--- src/rtl/dmem_arbiter.sv ---
// Two-port round-robin arbiter in front of a single data memory.
// Each access is a fixed IDLE -> ACCESS -> RESP sequence for one requester at a time.
module dmem_arbiter #(
    parameter int WIDTH = 64
) (
    input  logic             clk,
    input  logic             rst_n,

    input  logic             req0_valid,
    output logic             req0_ready,
    input  logic             req0_we,
    input  logic [WIDTH-1:0] req0_addr,
    input  logic [WIDTH-1:0] req0_wdata,
    input  logic [2:0]       req0_ctrl,
    output logic             req0_rvalid,
    output logic [WIDTH-1:0] req0_rdata,
    output logic             req0_err,

    input  logic             req1_valid,
    output logic             req1_ready,
    input  logic             req1_we,
    input  logic [WIDTH-1:0] req1_addr,
    input  logic [WIDTH-1:0] req1_wdata,
    input  logic [2:0]       req1_ctrl,
    output logic             req1_rvalid,
    output logic [WIDTH-1:0] req1_rdata,
    output logic             req1_err,

    output logic [WIDTH-1:0] mem_addr,
    output logic [WIDTH-1:0] mem_wdata,
    output logic [2:0]       mem_ctrl,
    output logic             mem_MemRead,
    output logic             mem_MemWrite,
    input  logic [WIDTH-1:0] mem_rdata
);

    typedef enum logic [2:0] {
        MEM_BYTE, MEM_HALFWORD, MEM_WORD, MEM_DWORD,
        MEM_BYTE_U, MEM_HALFWORD_U, MEM_WORD_U, MEM_ILLEGAL
    } mem_ctrl_e;

    typedef enum logic [1:0] {IDLE, ACCESS, RESP} state_t;

    state_t             state, state_nxt;
    logic               last_grant;
    logic               gnt_idx;
    logic               grant;
    logic               grant_sel;
    logic               lat_we;
    logic [WIDTH-1:0]   lat_addr;
    logic [WIDTH-1:0]   lat_wdata;
    logic [2:0]         lat_ctrl;
    logic               illegal;

    // Stores only exist in the four signed sizes; code 7 is invalid for anything.
    assign illegal = (lat_ctrl == MEM_ILLEGAL) || (lat_we && (lat_ctrl > MEM_DWORD));

    // NOTE: every output of this block gets a default first, so no path can infer a latch.
    always_comb begin
        state_nxt    = state;
        grant        = 1'b0;
        grant_sel    = 1'b0;
        req0_ready   = 1'b0;
        req1_ready   = 1'b0;
        mem_addr     = '0;
        mem_wdata    = '0;
        mem_ctrl     = '0;
        mem_MemRead  = 1'b0;
        mem_MemWrite = 1'b0;
        case (state)
            IDLE: begin
                // Gate with rst_n so readys stay low while reset is held.
                grant     = rst_n && (req0_valid || req1_valid);
                grant_sel = (req0_valid && req1_valid) ? ~last_grant : req1_valid;
                if (grant) begin
                    state_nxt = ACCESS;
                end
            end
            ACCESS: begin
                state_nxt    = RESP;
                mem_addr     = lat_addr;
                mem_wdata    = lat_wdata;
                mem_ctrl     = lat_ctrl;
                mem_MemRead  = ~illegal & ~lat_we;
                mem_MemWrite = ~illegal & lat_we;
            end
            RESP:    state_nxt = IDLE;
            default: state_nxt = IDLE;
        endcase
        req0_ready = grant & ~grant_sel;
        req1_ready = grant & grant_sel;
    end

    // NOTE: sequential state uses non-blocking assignments so all registers update together.
    always_ff @(posedge clk or negedge rst_n) begin
        if (!rst_n) begin
            state <= IDLE;
        end else begin
            state <= state_nxt;
        end
    end

    always_ff @(posedge clk or negedge rst_n) begin
        if (!rst_n) begin
            last_grant  <= 1'b1;
            gnt_idx     <= 1'b0;
            lat_we      <= 1'b0;
            lat_addr    <= '0;
            lat_wdata   <= '0;
            lat_ctrl    <= '0;
            req0_rvalid <= 1'b0;
            req1_rvalid <= 1'b0;
            req0_err    <= 1'b0;
            req1_err    <= 1'b0;
            req0_rdata  <= '0;
            req1_rdata  <= '0;
        end else begin
            if (grant) begin
                gnt_idx    <= grant_sel;
                last_grant <= grant_sel;
                lat_we     <= grant_sel ? req1_we    : req0_we;
                lat_addr   <= grant_sel ? req1_addr  : req0_addr;
                lat_wdata  <= grant_sel ? req1_wdata : req0_wdata;
                lat_ctrl   <= grant_sel ? req1_ctrl  : req0_ctrl;
            end
            // Completion flags are set for exactly the RESP cycle that follows ACCESS.
            req0_rvalid <= (state == ACCESS) && !gnt_idx;
            req1_rvalid <= (state == ACCESS) && gnt_idx;
            req0_err    <= (state == ACCESS) && !gnt_idx && illegal;
            req1_err    <= (state == ACCESS) && gnt_idx && illegal;
            if ((state == ACCESS) && !illegal && !lat_we) begin
                if (gnt_idx) begin
                    req1_rdata <= mem_rdata;
                end else begin
                    req0_rdata <= mem_rdata;
                end
            end
        end
    end

endmodule

--- config.mk ---
export PLATFORM = sky130hd
export DESIGN_NAME = dmem_arbiter
export DESIGN_NICKNAME = d
export VERILOG_FILES = /design/src/rtl/dmem_arbiter.sv
export SDC_FILE = /design/constraint.sdc
export NUM_CORES = 1
export LEC_CHECK = 0
export ABC_CLOCK_PERIOD_IN_PS = 2850
export CAP_MARGIN = 10
export CORE_AREA = 2 2 230 232
export DETAILED_ROUTE_END_ITERATION = 10
export DIE_AREA = 0 0 232 234
export DONT_BUFFER_PORTS = 1
export HOLD_SLACK_MARGIN = 0.1
export RECOVER_POWER = 25
export SYNTH_ARGS = -nofsm -noshare
export SYNTH_HDL_FRONTEND = slang
export SYNTH_SLANG_ARGS = --single-unit
--- constraint.sdc ---
create_clock -name clk -period 2.85 [get_ports clk]
set_input_delay 0.57 -clock clk [delete_from_list [all_inputs] [get_ports clk]]
set_output_delay 0.57 -clock clk [all_outputs]
set_load 0.05 [all_outputs]
Word-level counts from Yosys, hierarchy flattened. Index checks and enable logic that the tools add are counted.

Shift-type cells: 0. Magnitude comparators: 1. Add/sub/neg operators: 0. Bitwise gates (word level): 9. Reductions and logical operators: 17. Multiply operators: 0. Mux-type cells: 14. Divide/modulo/power cells: 0. Eq/ne operators: 3.

Operators by type and width (number): 64-bit two-way mux (4); 1-bit logical AND (9); 1-bit two-way mux (6); 3-bit two-way mux (2); 1-bit inverter (5); 1-bit AND (4); 2-bit one-hot mux with 2 select lines (1); 2-bit AND reduction (2); 3-bit equality test (second input constant) (1); 3-bit by 2-bit > comparator with 1-bit output (second input constant) (1); 1-bit logical NOT (3); 2-bit by 1-bit equality test with 1-bit output (second input constant) (1); 2-bit logical NOT (1); 1-bit logical OR (2); 2-bit two-way mux (1); 2-bit inequality test (second input constant) (1).

Bits in read-only memories: 0. Bits in writable memories: 0. Register bits: 268. Latch bits: 0. Memories kept: 0. Word-level logic and storage cells: 57.

Depth between registers and ports, before layout.
Depth in word-level cells: 7. Mapped depth: 7.

Worst setup path before layout. OpenSTA, ideal clock, no wires.

Path type: flip-flop to output port. Start: register state[1]. End: output port mem_MemWrite. Path slack: 0.519 ns. Buffers on the path: 0. Stages on the path, launching flop included: 3. Required time: 2.280 ns. Arrival time: 1.761 ns. Path through: dfrtp_1 -> nand2b_1 -> nor3b_1.

Longest elaborated chain between the ends: 2.

Ends and longest elaborated chain: start, declared (RTL line 44) `state_t state, state_nxt;`; start signal, assigned (RTL line 99) `state <= state_nxt;`; 2-bit by 1-bit equality test with 1-bit output (RTL line 70) `case (state)`; 1-bit two-way mux (RTL line 70); end, declared (RTL line 33) `output logic mem_MemWrite,`.

No other way between the ends.

Final worst setup path.
Start: input port rst_n. End: output port req0_ready.

Longest elaborated chain between the ends: 3.

Ends and longest elaborated chain: start, declared (RTL line 7) `input logic rst_n,`; 1-bit logical AND (RTL line 73) `grant = rst_n && (req0_valid || req1_valid);`; 1-bit two-way mux (RTL line 70); 1-bit AND (RTL line 90) `req0_ready = grant & ~grant_sel;`; end, declared (RTL line 10) `output logic req0_ready,`.

No other way between the ends.

==> summary.txt <==
Timing
  • Final count of negative-setup-slack endpoints: 1
  • Hold_ws: -0.284 ns
  • Post-layout min period: 2.94 ns
  • Worst max-slew margin expressed relative to the limit: 7.27%
  • Setup Skew: 0.00832 ns
  • Worst-margin pin slew: 1.39 ns
  • Ratio of final minimum period to clock period: 103%
  • Final max-slew violation count: 0
  • Setup WS post-layout: -0.0888 ns
  • Max frequency: 340 MHz
  • Final Hold Fails: 174
  • Unrepaired setup endpoints after global routing: no

Yosys
  • Synthesis Warnings: 0
  • Netlist Area Pre-Place: 12600 sq um
  • Mean post-synth cell area: 12.0 sq um
  • Cells after Synth: 1048
  • Sequential-to-total area share from yosys stat: 53.4%
  • Share of the synthesized area in the top cell type: 53.2%
  • Main synth FF type: sky130_fd_sc_hd__dfrtp_1
  • Number of synthesized flops with an enable pin: 0
  • Cell types with the largest area share after synthesis: sky130_fd_sc_hd__dfrtp_1 53%, sky130_fd_sc_hd__a221o_1 11%, sky130_fd_sc_hd__and2_1 6.6%
  • Post-synthesis cell type count: 27
  • Synthesized netlist net count: 1380
  • Total of flip-flops plus latches after synthesis: 268
  • Proportion of synthesized flip-flops having asynchronous set or reset: 100%
  • Dominant cell type by area after synthesis: sky130_fd_sc_hd__dfrtp_1

Clock tree
  • Clock Path Buffers: 3
  • Source-to-sink clock delay at the later pin of the worst-skew pair: 0.55 ns
  • Number of post-CTS setup repair buffers: 0
  • Maximum level of the CTS H-tree: 1
  • Clock Sinks: 268
  • Clock edge transition at the registers on the reported setup and hold paths: 0.06 ns
  • Library cell used as clock root buffer: sky130_fd_sc_hd__clkbuf_16
  • Clock tree from TritonCTS: yes
  • Number of CTS-inserted buffers: 28

Critical path
  • Critical path required time: 2.28 ns
  • RR Startpoint: state[1]$_DFFE_PN0P_
  • Bufs and invs on worst path: 1
  • Crit path arrival time: 2.37 ns
  • Slowest cell delay on critical path: 0.50 ns
  • Count of cell instances traversed by the critical path: 3
  • Number of cell instances on the worst register-to-register path: 6
  • Sequence of cells on the critical path: nor3b_2 > nand3_1 > inv_1
  • Crit path max-delay cell type: sky130_fd_sc_hd__nor3b_2
  • Category of cells accounting for the largest share of critical-path delay: simple AND/OR/NAND/NOR gates
  • Category of the worst setup path capture point: output pin
  • Capture point of the worst reg-to-reg path: req1_rdata[19]$_DFFE_PN0P_
  • Slack of the worst reg-to-reg path: 0.51 ns
  • Kind of start point of the critical path: input pin
  • Max FO, Critical Path: 270
  • Critical path class: input pin to output pin

Pwr
  • Portion of total power attributed to the clock network: 24.2%
  • Switching share of power: 45.6%
  • Internal power: 9.12 mW
  • Power per cell area: 1150 nW/um^2
  • Part of the power in combinational logic: 18.1%
  • Worst-case vdd ir drop: 0.334 mV
  • Leakage power total: 6.06 nW
  • Total power of the final layout: 16.8 mW
  • Part of the total power dissipated in sequential elements: 57.7%
  • Reported net switching power: 7.64 mW

GRT
  • First-pass GRT wire length: 54.3 mm
  • Pin count of the biggest net entering global routing: 271
  • Total congestion overflow after global routing: 0
  • Total global-route track usage: 12.9%
  • Initial antenna violation count: 5
  • Number of global-route vias before repair: 8566

Drt
  • Antenna Violating Nets Remaining: 0
  • Detailed router's first-iteration violation count: 476
  • Vias post-DR: 8604
  • Wire length per cell after detailed routing: 22.2 um
  • Routed via count divided by cell count: 4.93
  • DRC violations left: 0
  • Final routed wirelength across all metal layers: 38.8 mm
  • First-pass detailed-route iteration total: 5

Cells and area
  • Layout cell share with drive strength beyond 1: 32.9%
  • Number of nets in the final layout: 1366
  • Leading cell type in the layout, fill and taps excluded: sky130_fd_sc_hd__dfrtp_1
  • Leading cell types in the layout, fill and taps excluded: 267 x sky130_fd_sc_hd__dfrtp_1, 134 x sky130_fd_sc_hd__nand2_1, 132 x sky130_fd_sc_hd__a221o_1
  • Layout Cells excl Fill: 1744
  • Area Growth Syn to Fin: 16.3%

Floorplanning
  • Overall die area: 54300 sq um
  • Chip width: 232 um
  • Core region area: 52000 sq um
  • I/O pins: 599
  • Initial standard-cell utilization of the core: 24.1%
  • Site row count: 84
  • Die Y-Extent: 234 um

Placement
  • Placed cells: 1691
  • DP HPWL: 27.7 mm
  • Number of I/O port buffers: 0
  • Gpl congestion: 0.805

Outcome
  • Failing checks: negative hold slack, negative setup slack
  • Run status: complete, but fails checks

Hold path
  • Class of the most critical hold timing path: input pin to asynchronous set/reset pin

Flow run
  • Max cap viols: 0
[stage by stage]
| step | TNS (ns) | instance area, sq um | utilization [%] | hold WS [ns] | worst slack [ns] |
|---|---|---|---|---|---|
| floorplan | 0 | 12600 | - | 0.274 | 0.519 |
| global placement | 0 | 13400 | 25.8 | 0.282 | 0.630 |
| detailed placement | 0 | 13400 | 25.8 | 0.281 | 0.562 |
| CTS | 0 | 14600 | 28.0 | -0.324 | 0.00263 |
| global route | 0 | 14600 | 28.1 | -0.323 | 0.000204 |
| finish | -0.0888 | 14600 | 28.1 | -0.284 | -0.0888 |
[sequential cells by signal, summed over array words and instances (netlist names), 2 cells and up]
register	count
state	2
lat_wdata	64
lat_ctrl	3
lat_addr	64
req0_rdata	64
req1_rdata	64
[worst register-to-register path, stage by stage, from the launching register on]
cell	delay [ns]
sky130_fd_sc_hd__dfrtp_1	0.41
sky130_fd_sc_hd__nand2b_1	0.26
sky130_fd_sc_hd__clkinv_4	0.19
sky130_fd_sc_hd__clkbuf_16	0.29
sky130_fd_sc_hd__nand3_4	0.33
sky130_fd_sc_hd__buf_12	0.31
sky130_fd_sc_hd__mux2_2	0.43
[final cells by class]
class	instances	area, sq um
Clock buffer	41	821
Clock inverter	10	205
Antenna cell	1	2.50
Sequential cell	268	6710
Timing Repair Buffer	56	558
Fill cell	5350	37400
Tap cell	688	861
Inverter	3	16.3
Multi-Input combinational cell	677	5440
[per-layer routing]
layer | routed length, um | share of wire (%) | GRT usage (%)
met5 | 16 | 0.041 | 0
met3 | 3860 | 10 | 3.49
met2 | 19000 | 49 | 22.1
met4 | 1060 | 2.7 | 4.09
met1 | 14900 | 38 | 15.7
[power groups by stage]
stage	clock [mW]	combinational, mW	sequential [mW]
2_1_floorplan	0	2.57	9.27
3_3_place_gp	0	2.91	9.72
3_5_place_dp	0	3.03	9.74
4_1_cts	4.18	3.04	9.70
5_1_grt	4.33	3.27	9.86
6_report	4.06	3.03	9.68
[worst max-delay path by stage]
| stage | end | slack [ns] | start |
|---|---|---|---|
| 3_5_place_dp | mem_addr[14] | 0.56 | state[1]$_DFFE_PN0P_ |
| 6_report | req0_ready | -0.09 | rst_n |
| 3_3_place_gp | lat_addr[26]$_DFFE_PN0P_ | 0.63 | rst_n |
| 5_1_grt | mem_wdata[16] | 0.0002 | state[1]$_DFFE_PN0P_ |
| 2_1_floorplan | mem_MemWrite | 0.52 | state[1]$_DFFE_PN0P_ |
| 4_1_cts | mem_wdata[29] | 0.003 | state[1]$_DFFE_PN0P_ |
[kinds of logic (layout without fill, tap and decap cells)]
group	after synthesis	after routing	share of synthesized area, %
AOI/OAI and AO/OA	137	137	10.8
buffers and inverters	103	110	4.41
DFF	268	268	53.4
muxes	128	128	11.5
other	0	1	0
and+or+nand+nor	412	412	19.9
[cells in the mapped netlist, types with 17 or more instances]
library cell and count:
sky130_fd_sc_hd__a221o_1 132, sky130_fd_sc_hd__and2_1 133, sky130_fd_sc_hd__nor3_2 80, sky130_fd_sc_hd__nand2_1 135, sky130_fd_sc_hd__mux2_1 56, sky130_fd_sc_hd__buf_6 17
sky130_fd_sc_hd__dfrtp_1 267, sky130_fd_sc_hd__clkbuf_1 55, sky130_fd_sc_hd__mux2_2 72, sky130_fd_sc_hd__nor3_1 53, sky130_fd_sc_hd__buf_2 26
[timing repair]
item                                    CTS  global route
cloned                                    0             1
endpoints found under the hold margin   268           268
resized for setup                        76            11
endpoints found under the setup margin   76           109
(Power assumes the default switching activity.)
